`src/rtl/lsu_ctrl_if.sv`:
```
// Data-memory bus between the load/store unit and memory.
// master: LSU drives req/we/be/addr/wdata; slave: memory drives gnt/rvalid/rdata.
interface lsu_ctrl_if;
    logic        data_req;
    logic        data_gnt;
    logic        data_we;
    logic [3:0]  data_be;
    logic [31:0] data_addr;
    logic [31:0] data_wdata;
    logic        data_rvalid;
    logic [31:0] data_rdata;

    modport master (
        output data_req,
        output data_we,
        output data_be,
        output data_addr,
        output data_wdata,
        input  data_gnt,
        input  data_rvalid,
        input  data_rdata
    );

    modport slave (
        input  data_req,
        input  data_we,
        input  data_be,
        input  data_addr,
        input  data_wdata,
        output data_gnt,
        output data_rvalid,
        output data_rdata
    );
endinterface

```
`src/rtl/lsu_ctrl.sv`:
```
// RV32 load/store controller, one outstanding access.
// Ports: clk/reset; ex_* op from decode; lsu_busy stall; lsu_misaligned
// fault pulse; bus (master side of data memory); wb_* register write port.
module lsu_ctrl (
    input  logic        clk,
    input  logic        reset,
    input  logic        ex_lsu_valid,
    input  logic        ex_lsu_wr_type,
    input  logic [2:0]  ex_lsu_width_type,
    input  logic [31:0] ex_lsu_addr,
    input  logic [31:0] ex_lsu_wdata,
    input  logic [4:0]  ex_dest_addr,
    output logic        lsu_busy,
    output logic        lsu_misaligned,
    lsu_ctrl_if.master  bus,
    output logic        wb_valid,
    output logic [4:0]  wb_addr,
    output logic [31:0] wb_data
);

    typedef enum logic [1:0] {
        IDLE,
        REQ,
        WAIT
    } state_t;

    state_t state;
    state_t state_d;

    logic        legal;
    logic        aligned;
    logic        accept;
    logic        reject;
    logic        data_req;
    logic        busy;
    logic        done;
    logic [3:0]  be_d;
    logic [31:0] wdata_d;

    logic [31:0] addr_q;
    logic [3:0]  be_q;
    logic        we_q;
    logic [31:0] wdata_q;
    logic [2:0]  width_q;
    logic [4:0]  rd_q;
    logic        misaligned_q;

    logic [31:0] shifted;
    logic [31:0] load_data;

    // Width legality and natural alignment of the incoming op.
    always_comb begin
        legal   = 1'b0;
        aligned = 1'b0;
        unique case (ex_lsu_width_type)
            3'b000: begin
                legal   = 1'b1;
                aligned = 1'b1;
            end
            3'b001: begin
                legal   = 1'b1;
                aligned = ~ex_lsu_addr[0];
            end
            3'b010: begin
                legal   = 1'b1;
                aligned = (ex_lsu_addr[1:0] == 2'b00);
            end
            3'b100: begin
                legal   = ~ex_lsu_wr_type;
                aligned = 1'b1;
            end
            3'b101: begin
                legal   = ~ex_lsu_wr_type;
                aligned = ~ex_lsu_addr[0];
            end
            default: begin
                legal   = 1'b0;
                aligned = 1'b0;
            end
        endcase
    end

    assign accept = (state == IDLE) & ex_lsu_valid & legal & aligned;
    assign reject = (state == IDLE) & ex_lsu_valid & ~(legal & aligned);

    // Byte enables and lane-replicated store data; width[1:0] selects size.
    always_comb begin
        be_d    = 4'b1111;
        wdata_d = ex_lsu_wdata;
        unique case (ex_lsu_width_type[1:0])
            2'b00: begin
                be_d    = 4'b0001 << ex_lsu_addr[1:0];
                wdata_d = {4{ex_lsu_wdata[7:0]}};
            end
            2'b01: begin
                be_d    = 4'b0011 << {ex_lsu_addr[1], 1'b0};
                wdata_d = {2{ex_lsu_wdata[15:0]}};
            end
            default: begin
                be_d    = 4'b1111;
                wdata_d = ex_lsu_wdata;
            end
        endcase
    end

    always_ff @(posedge clk) begin
        if (reset) begin
            state <= IDLE;
        end else begin
            state <= state_d;
        end
    end

    always_comb begin
        state_d  = state;
        data_req = 1'b0;
        busy     = 1'b1;
        done     = 1'b0;
        unique case (state)
            IDLE: begin
                busy = 1'b0;
                if (accept) begin
                    state_d = REQ;
                end
            end
            REQ: begin
                data_req = 1'b1;
                if (bus.data_gnt) begin
                    state_d = WAIT;
                end
            end
            WAIT: begin
                if (bus.data_rvalid) begin
                    done    = 1'b1;
                    state_d = IDLE;
                end
            end
            default: begin
                state_d = IDLE;
            end
        endcase
    end

    // Align the addressed lane down to bit 0, then extend by width.
    assign shifted = bus.data_rdata >> {addr_q[1:0], 3'b000};

    always_comb begin
        load_data = shifted;
        unique case (width_q)
            3'b000: load_data = {{24{shifted[7]}}, shifted[7:0]};
            3'b001: load_data = {{16{shifted[15]}}, shifted[15:0]};
            3'b100: load_data = {24'd0, shifted[7:0]};
            3'b101: load_data = {16'd0, shifted[15:0]};
            default: load_data = shifted;
        endcase
    end

    always_ff @(posedge clk) begin
        if (reset) begin
            addr_q       <= '0;
            be_q         <= '0;
            we_q         <= 1'b0;
            wdata_q      <= '0;
            width_q      <= '0;
            rd_q         <= '0;
            misaligned_q <= 1'b0;
            wb_valid     <= 1'b0;
            wb_addr      <= '0;
            wb_data      <= '0;
        end else begin
            misaligned_q <= reject;
            if (accept) begin
                addr_q  <= ex_lsu_addr;
                be_q    <= be_d;
                we_q    <= ex_lsu_wr_type;
                wdata_q <= wdata_d;
                width_q <= ex_lsu_width_type;
                rd_q    <= ex_dest_addr;
            end
            // x0 loads complete on the bus but never write back.
            wb_valid <= done & ~we_q & (rd_q != 5'd0);
            if (done & ~we_q) begin
                wb_addr <= rd_q;
                wb_data <= load_data;
            end
        end
    end

    assign lsu_busy       = busy;
    assign lsu_misaligned = misaligned_q;
    assign bus.data_req   = data_req;
    assign bus.data_we    = we_q;
    assign bus.data_be    = be_q;
    assign bus.data_addr  = {addr_q[31:2], 2'b00};
    assign bus.data_wdata = wdata_q;

endmodule

```
`src/flat_wrapper.sv`:
```
// flat-port wrapper written by rule: the top's interface ports become plain ports
module lsu_ctrl_flat 
  (clk, reset, ex_lsu_valid, ex_lsu_wr_type, ex_lsu_width_type, ex_lsu_addr, ex_lsu_wdata, ex_dest_addr, lsu_busy, lsu_misaligned, wb_valid, wb_addr, wb_data, bus_data_req, bus_data_we, bus_data_be, bus_data_addr, bus_data_wdata, bus_data_gnt, bus_data_rvalid, bus_data_rdata);
  lsu_ctrl_if bus_i ();
  input  logic clk;
  input  logic reset;
  input  logic ex_lsu_valid;
  input  logic ex_lsu_wr_type;
  input  logic [2:0] ex_lsu_width_type;
  input  logic [31:0] ex_lsu_addr;
  input  logic [31:0] ex_lsu_wdata;
  input  logic [4:0] ex_dest_addr;
  output logic lsu_busy;
  output logic lsu_misaligned;
  output logic wb_valid;
  output logic [4:0] wb_addr;
  output logic [31:0] wb_data;
  output wire logic [$bits(bus_i.data_req)-1:0] bus_data_req;
  output wire logic [$bits(bus_i.data_we)-1:0] bus_data_we;
  output wire logic [$bits(bus_i.data_be)-1:0] bus_data_be;
  output wire logic [$bits(bus_i.data_addr)-1:0] bus_data_addr;
  output wire logic [$bits(bus_i.data_wdata)-1:0] bus_data_wdata;
  input wire logic [$bits(bus_i.data_gnt)-1:0] bus_data_gnt;
  input wire logic [$bits(bus_i.data_rvalid)-1:0] bus_data_rvalid;
  input wire logic [$bits(bus_i.data_rdata)-1:0] bus_data_rdata;
  assign bus_data_req = bus_i.data_req;
  assign bus_data_we = bus_i.data_we;
  assign bus_data_be = bus_i.data_be;
  assign bus_data_addr = bus_i.data_addr;
  assign bus_data_wdata = bus_i.data_wdata;
  assign bus_i.data_gnt = bus_data_gnt;
  assign bus_i.data_rvalid = bus_data_rvalid;
  assign bus_i.data_rdata = bus_data_rdata;
  lsu_ctrl u_core (.clk(clk), .reset(reset), .ex_lsu_valid(ex_lsu_valid), .ex_lsu_wr_type(ex_lsu_wr_type), .ex_lsu_width_type(ex_lsu_width_type), .ex_lsu_addr(ex_lsu_addr), .ex_lsu_wdata(ex_lsu_wdata), .ex_dest_addr(ex_dest_addr), .lsu_busy(lsu_busy), .lsu_misaligned(lsu_misaligned), .bus(bus_i), .wb_valid(wb_valid), .wb_addr(wb_addr), .wb_data(wb_data));
endmodule
```
`config.mk`:
```
export PLATFORM = sky130hd
export DESIGN_NAME = lsu_ctrl_flat
export DESIGN_NICKNAME = d
export VERILOG_FILES = /design/src/rtl/lsu_ctrl_if.sv /design/src/rtl/lsu_ctrl.sv /design/src/flat_wrapper.sv
export SDC_FILE = /design/constraint.sdc
export NUM_CORES = 1
export LEC_CHECK = 0
export CORE_AREA = 2 2 82 144
export CTS_BUF_LIST = sky130_fd_sc_hd__clkbuf_8
export DETAILED_ROUTE_END_ITERATION = 12
export DIE_AREA = 0 0 84 146
export GPL_TIMING_DRIVEN = 0
export PLACE_DENSITY = 0.87
export SETUP_SLACK_MARGIN = 0.02
export SLEW_MARGIN = 30
export SYNTH_ARGS = -nofsm -noshare
export SYNTH_HDL_FRONTEND = slang
export SYNTH_SLANG_ARGS = --single-unit
```
`constraint.sdc`:
```
create_clock -name clk -period 5 [get_ports clk]
set_input_delay 1 -clock clk [delete_from_list [all_inputs] [get_ports clk]]
set_output_delay 1 -clock clk [all_outputs]
set_load 0.03 [all_outputs]
```
==> metrics.md <==
| Metric | Value |
|---|---|
| Status | `finished, final reports clean` |
| Slowest cell delay on critical path | `740 ps` |
| Antenna Nets Post-Route | `0` |
| Register area | `0.002362 sq mm` |
| Share of the synthesized area in the top cell type | `0.4510` |
| Setup TNS | `0 ps` |
| Peak VDD IR | `203.8 uV` |
| Worst path slowest cell | `clkdlybuf4s50_1` |
| Switching power total | `0.6965 mW` |
| Most common cell after layout, fill and taps aside | `clkdlybuf4s50_1` |
| Seq cells post-synth | `118` |
| Layout Nets | `990` |
| WL/cell | `17.80 microns` |
| # Max-Cap Violations | `0` |
| CP delay by family, top | `buffers and inverters` |
| Tcrit/Tclk final | `0.5591` |
| H-tree depth | `4` |
| Top area cells in the synthesized netlist | `dfxtp_1, nand2_1, a21oi_1, buf_4, mux2i_1` |
| Hold Vio Cnt, Final | `0` |
| Area of the core | `0.01104 sq mm` |
| Hold_buf cts | `0` |
| CP endpoint kind | `output port` |
| Wirelength, routed | `18.24 mm` |
| Sw Share | `0.3118` |
| Initial antenna violation count | `0` |
| Unique masters post-synth | `36` |
| Mux contribution to synthesized area | `0.08242` |
| Placed cell count | `993` |
| # Post-CTS Setup Buffers | `0` |
| Largest net degree at the start of global routing | `17` |
| Power per cell area | `281.9 mW/mm^2` |
| Dpl cell area | `0.007569 sq mm` |
| Post-route cell area | `0.007924 sq mm` |
| Mean Syn Cell Area | `8.133 sq um` |
| Overall Global Routing Usage | `0.2910` |
| Crit path time final | `2795 ps` |
| Initial Util | `0.4744` |
| Vias | `5474` |
| DRC Markers | `0` |
| DR pass1 iterations | `6` |
| Leak Pwr | `2.815 nW` |
| Fmax | `357.7 MHz` |
| TritonCTS clock tree | `built` |
| Sequential cell area fraction in the yosys report | `0.4510` |
| Root Driver | `clkbuf_8` |
| Vias in the first global route | `5577` |
| XOR/XNOR Fraction of Synth Area | `0` |
| Synthesized area | `0.005238 sq mm` |
| Yosys top cell by area | `dfxtp_1` |
| Startpoint types | `register` |
| CP bufs+invs | `1` |
| Adder-Cell Fraction of Synth Area | `0` |
| Inserted Diodes | `0` |
| WHS | `455.3 ps` |
| Comb power frac | `0.198` |
| Simple-Gate Fraction of Synth Area | `0.1854` |
| Compound-gate portion of the synthesized area | `0.1890` |
| Overflow after GRT | `0` |
| Ys Warns | `0` |
| Clk_skew | `12.23 ps` |
| Worst Max-Slew Pin Slew | `682.0 ps` |
| Post-DP HPWL | `13.98 mm` |
| Area growth from synthesis to layout | `51.29%` |
| Ports | `220` |
| Part of the power in registers | `0.447` |
| Sink Count | `118` |
| Die height | `146 microns` |
| Number of port buffers | `216` |
| CTS max path bufs | `2` |
| Crit Path Category | `reg2out` |
| Rel. slew slack | `0.5453` |
| Fin. max-slew vios | `0` |
| Layout filler cell count | `890` |
| Worst min path class | `reg2reg` |
| Non-Filler Instances | `1025` |
| Rows | `51` |
| Layout cells sized above 1 | `0.1131` |
| Die W | `84 microns` |
| Total CTS buffers | `17` |
| Syn Inst Count | `644` |
| Gpl congestion | `0.8930` |
| Clock slew at reported path FFs | `80 ps` |
| CP Data Required Time | `4000 ps` |
| Internal power | `1.537 mW` |
| Critical-path cell list | `nor2b_1 -> clkdlybuf4s50_1` |
| Most frequent cells in the layout | `clkdlybuf4s50_1, nand2_1, dfxtp_1, a21oi_1, nor2_1` |
| Clk Latency, worst-skew pair | `440 ps` |
| Largest family of logic cells by synthesized area | `compound AO/OA/AOI/OAI gates` |
| Crit path arrival time | `1800 ps` |
| RSZ-0062 raised after global routing | `false` |
| Area occupied by multi-input gates | `0.002400 sq mm` |
| Vias per cell | `5.340` |
| Clock power frac | `0.355` |
| Die area | `0.01226 sq mm` |
| DRT iter0 DRCs | `192` |
| CP Max Fanout | `6` |
| Final setup fails | `0` |
| First-pass GRT wire length | `27.97 mm` |
| Resized cells post-CTS | `0` |
## registers in the layout, indices dropped and copies added (netlist names)
signal	cells
u_core.addr_q	32
u_core.bus.data_wdata	32
u_core.wb_data	32
u_core.rd_q	5
u_core.wb_addr	5
u_core.bus.data_be	4
u_core.width_q	3
u_core.state	2
u_core.bus.data_we	1
u_core.lsu_misaligned	1
u_core.wb_valid	1
## synthesized netlist by cell type
cell type  count
nand4bb_1      1
o21ai_0       10
a21o_1         2
buf_4         34
a21oi_1       81
nor2b_1        3
mux4_2         1
nor4bb_1       1
a221o_1        1
nor3_1        11
nand2b_1       3
nand3_1        1
clkinv_1       1
dfxtp_1      118
nand2_1      167
a211oi_1      28
inv_1          2
a22oi_1        1
mux2_2        15
a21oi_2        1
and2_1         1
or2_0          1
mux2i_1       24
clkbuf_1      32
or3b_2         1
buf_2         11
or4_4          1
a31oi_2        1
conb_1         1
buf_6          2
o211ai_1      15
a311oi_1      11
nor2_1        48
o2bb2ai_1      7
buf_1          4
or2_2          2
## cell type report
class                           instances  share of cell area
Buffer                                 83             0.05906
Clock buffer                           17             0.02953
Clock inverter                         15             0.01532
Inverter                                3            0.001421
Multi-Input combinational cell        441              0.3029
Sequential cell                       118              0.2981
Tap cell                              132             0.02084
Timing Repair Buffer                  216              0.2729
## path summary, 6_finish.rpt
kind | slack, ps | cells after the start | to | start
worst min-delay path | 460 | 2 | u_core.addr_q[2] | u_core.addr_q[2]
worst max register to register | 2970 | 6 | u_core.wb_data[23] | u_core.addr_q[0]
worst max-delay path | 2200 | 2 | bus_data_req | u_core.state[0]
worst min register to register | 460 | 2 | u_core.addr_q[2] | u_core.addr_q[2]
## power by group through the flow
stage	Sequential (mW)	Combinational, mW	Clock (mW)
floorplan	1.06	0.182	0
global placement	1.02	0.432	0
detailed placement	1.02	0.438	0
CTS	0.998	0.441	0.805
global route	1.00	0.470	0.848
finish	0.998	0.442	0.793
## worst min-delay path: cells and delay by family, from the launching register on
kind               cells  cell delay, ps
and+or+nand+nor        1              50
DFF                    1             310
AOI/OAI and AO/OA      1              50
## per-layer routing
| metal | track usage | vias up | routed length [microns] | share of wire |
|---|---|---|---|---|
| met5 | 0 | - | 0 | 0 |
| met4 | 0.1968 | 0 | 1133 | 0.062 |
| met3 | 0.06750 | 72 | 960 | 0.053 |
| met2 | 0.5464 | 229 | 9860 | 0.54 |
| met1 | 0.2707 | 2537 | 6286 | 0.34 |
| li1 | - | 2636 | - | - |
## kinds of logic after synthesis
group	count (synthesis)
AND/OR/NAND/NOR	241
AO/OA/AOI/OAI	158
flip-flops	118
buffers and inverters	86
multiplexers	40
other	1
## metrics by stage
stage / worst slack (ps) / power, mW / utilization
after detailed placement: 1780 / 1.457 / 0.6856
after global placement: 1805 / 1.450 / 0.6856
final: 2205 / 2.234 / 0.7178
after global routing: 2105 / 2.319 / 0.7178
after floorplan: 2623 / 1.242 / -
after CTS: 2181 / 2.244 / 0.7178
Power figures use the tool's default switching activity.
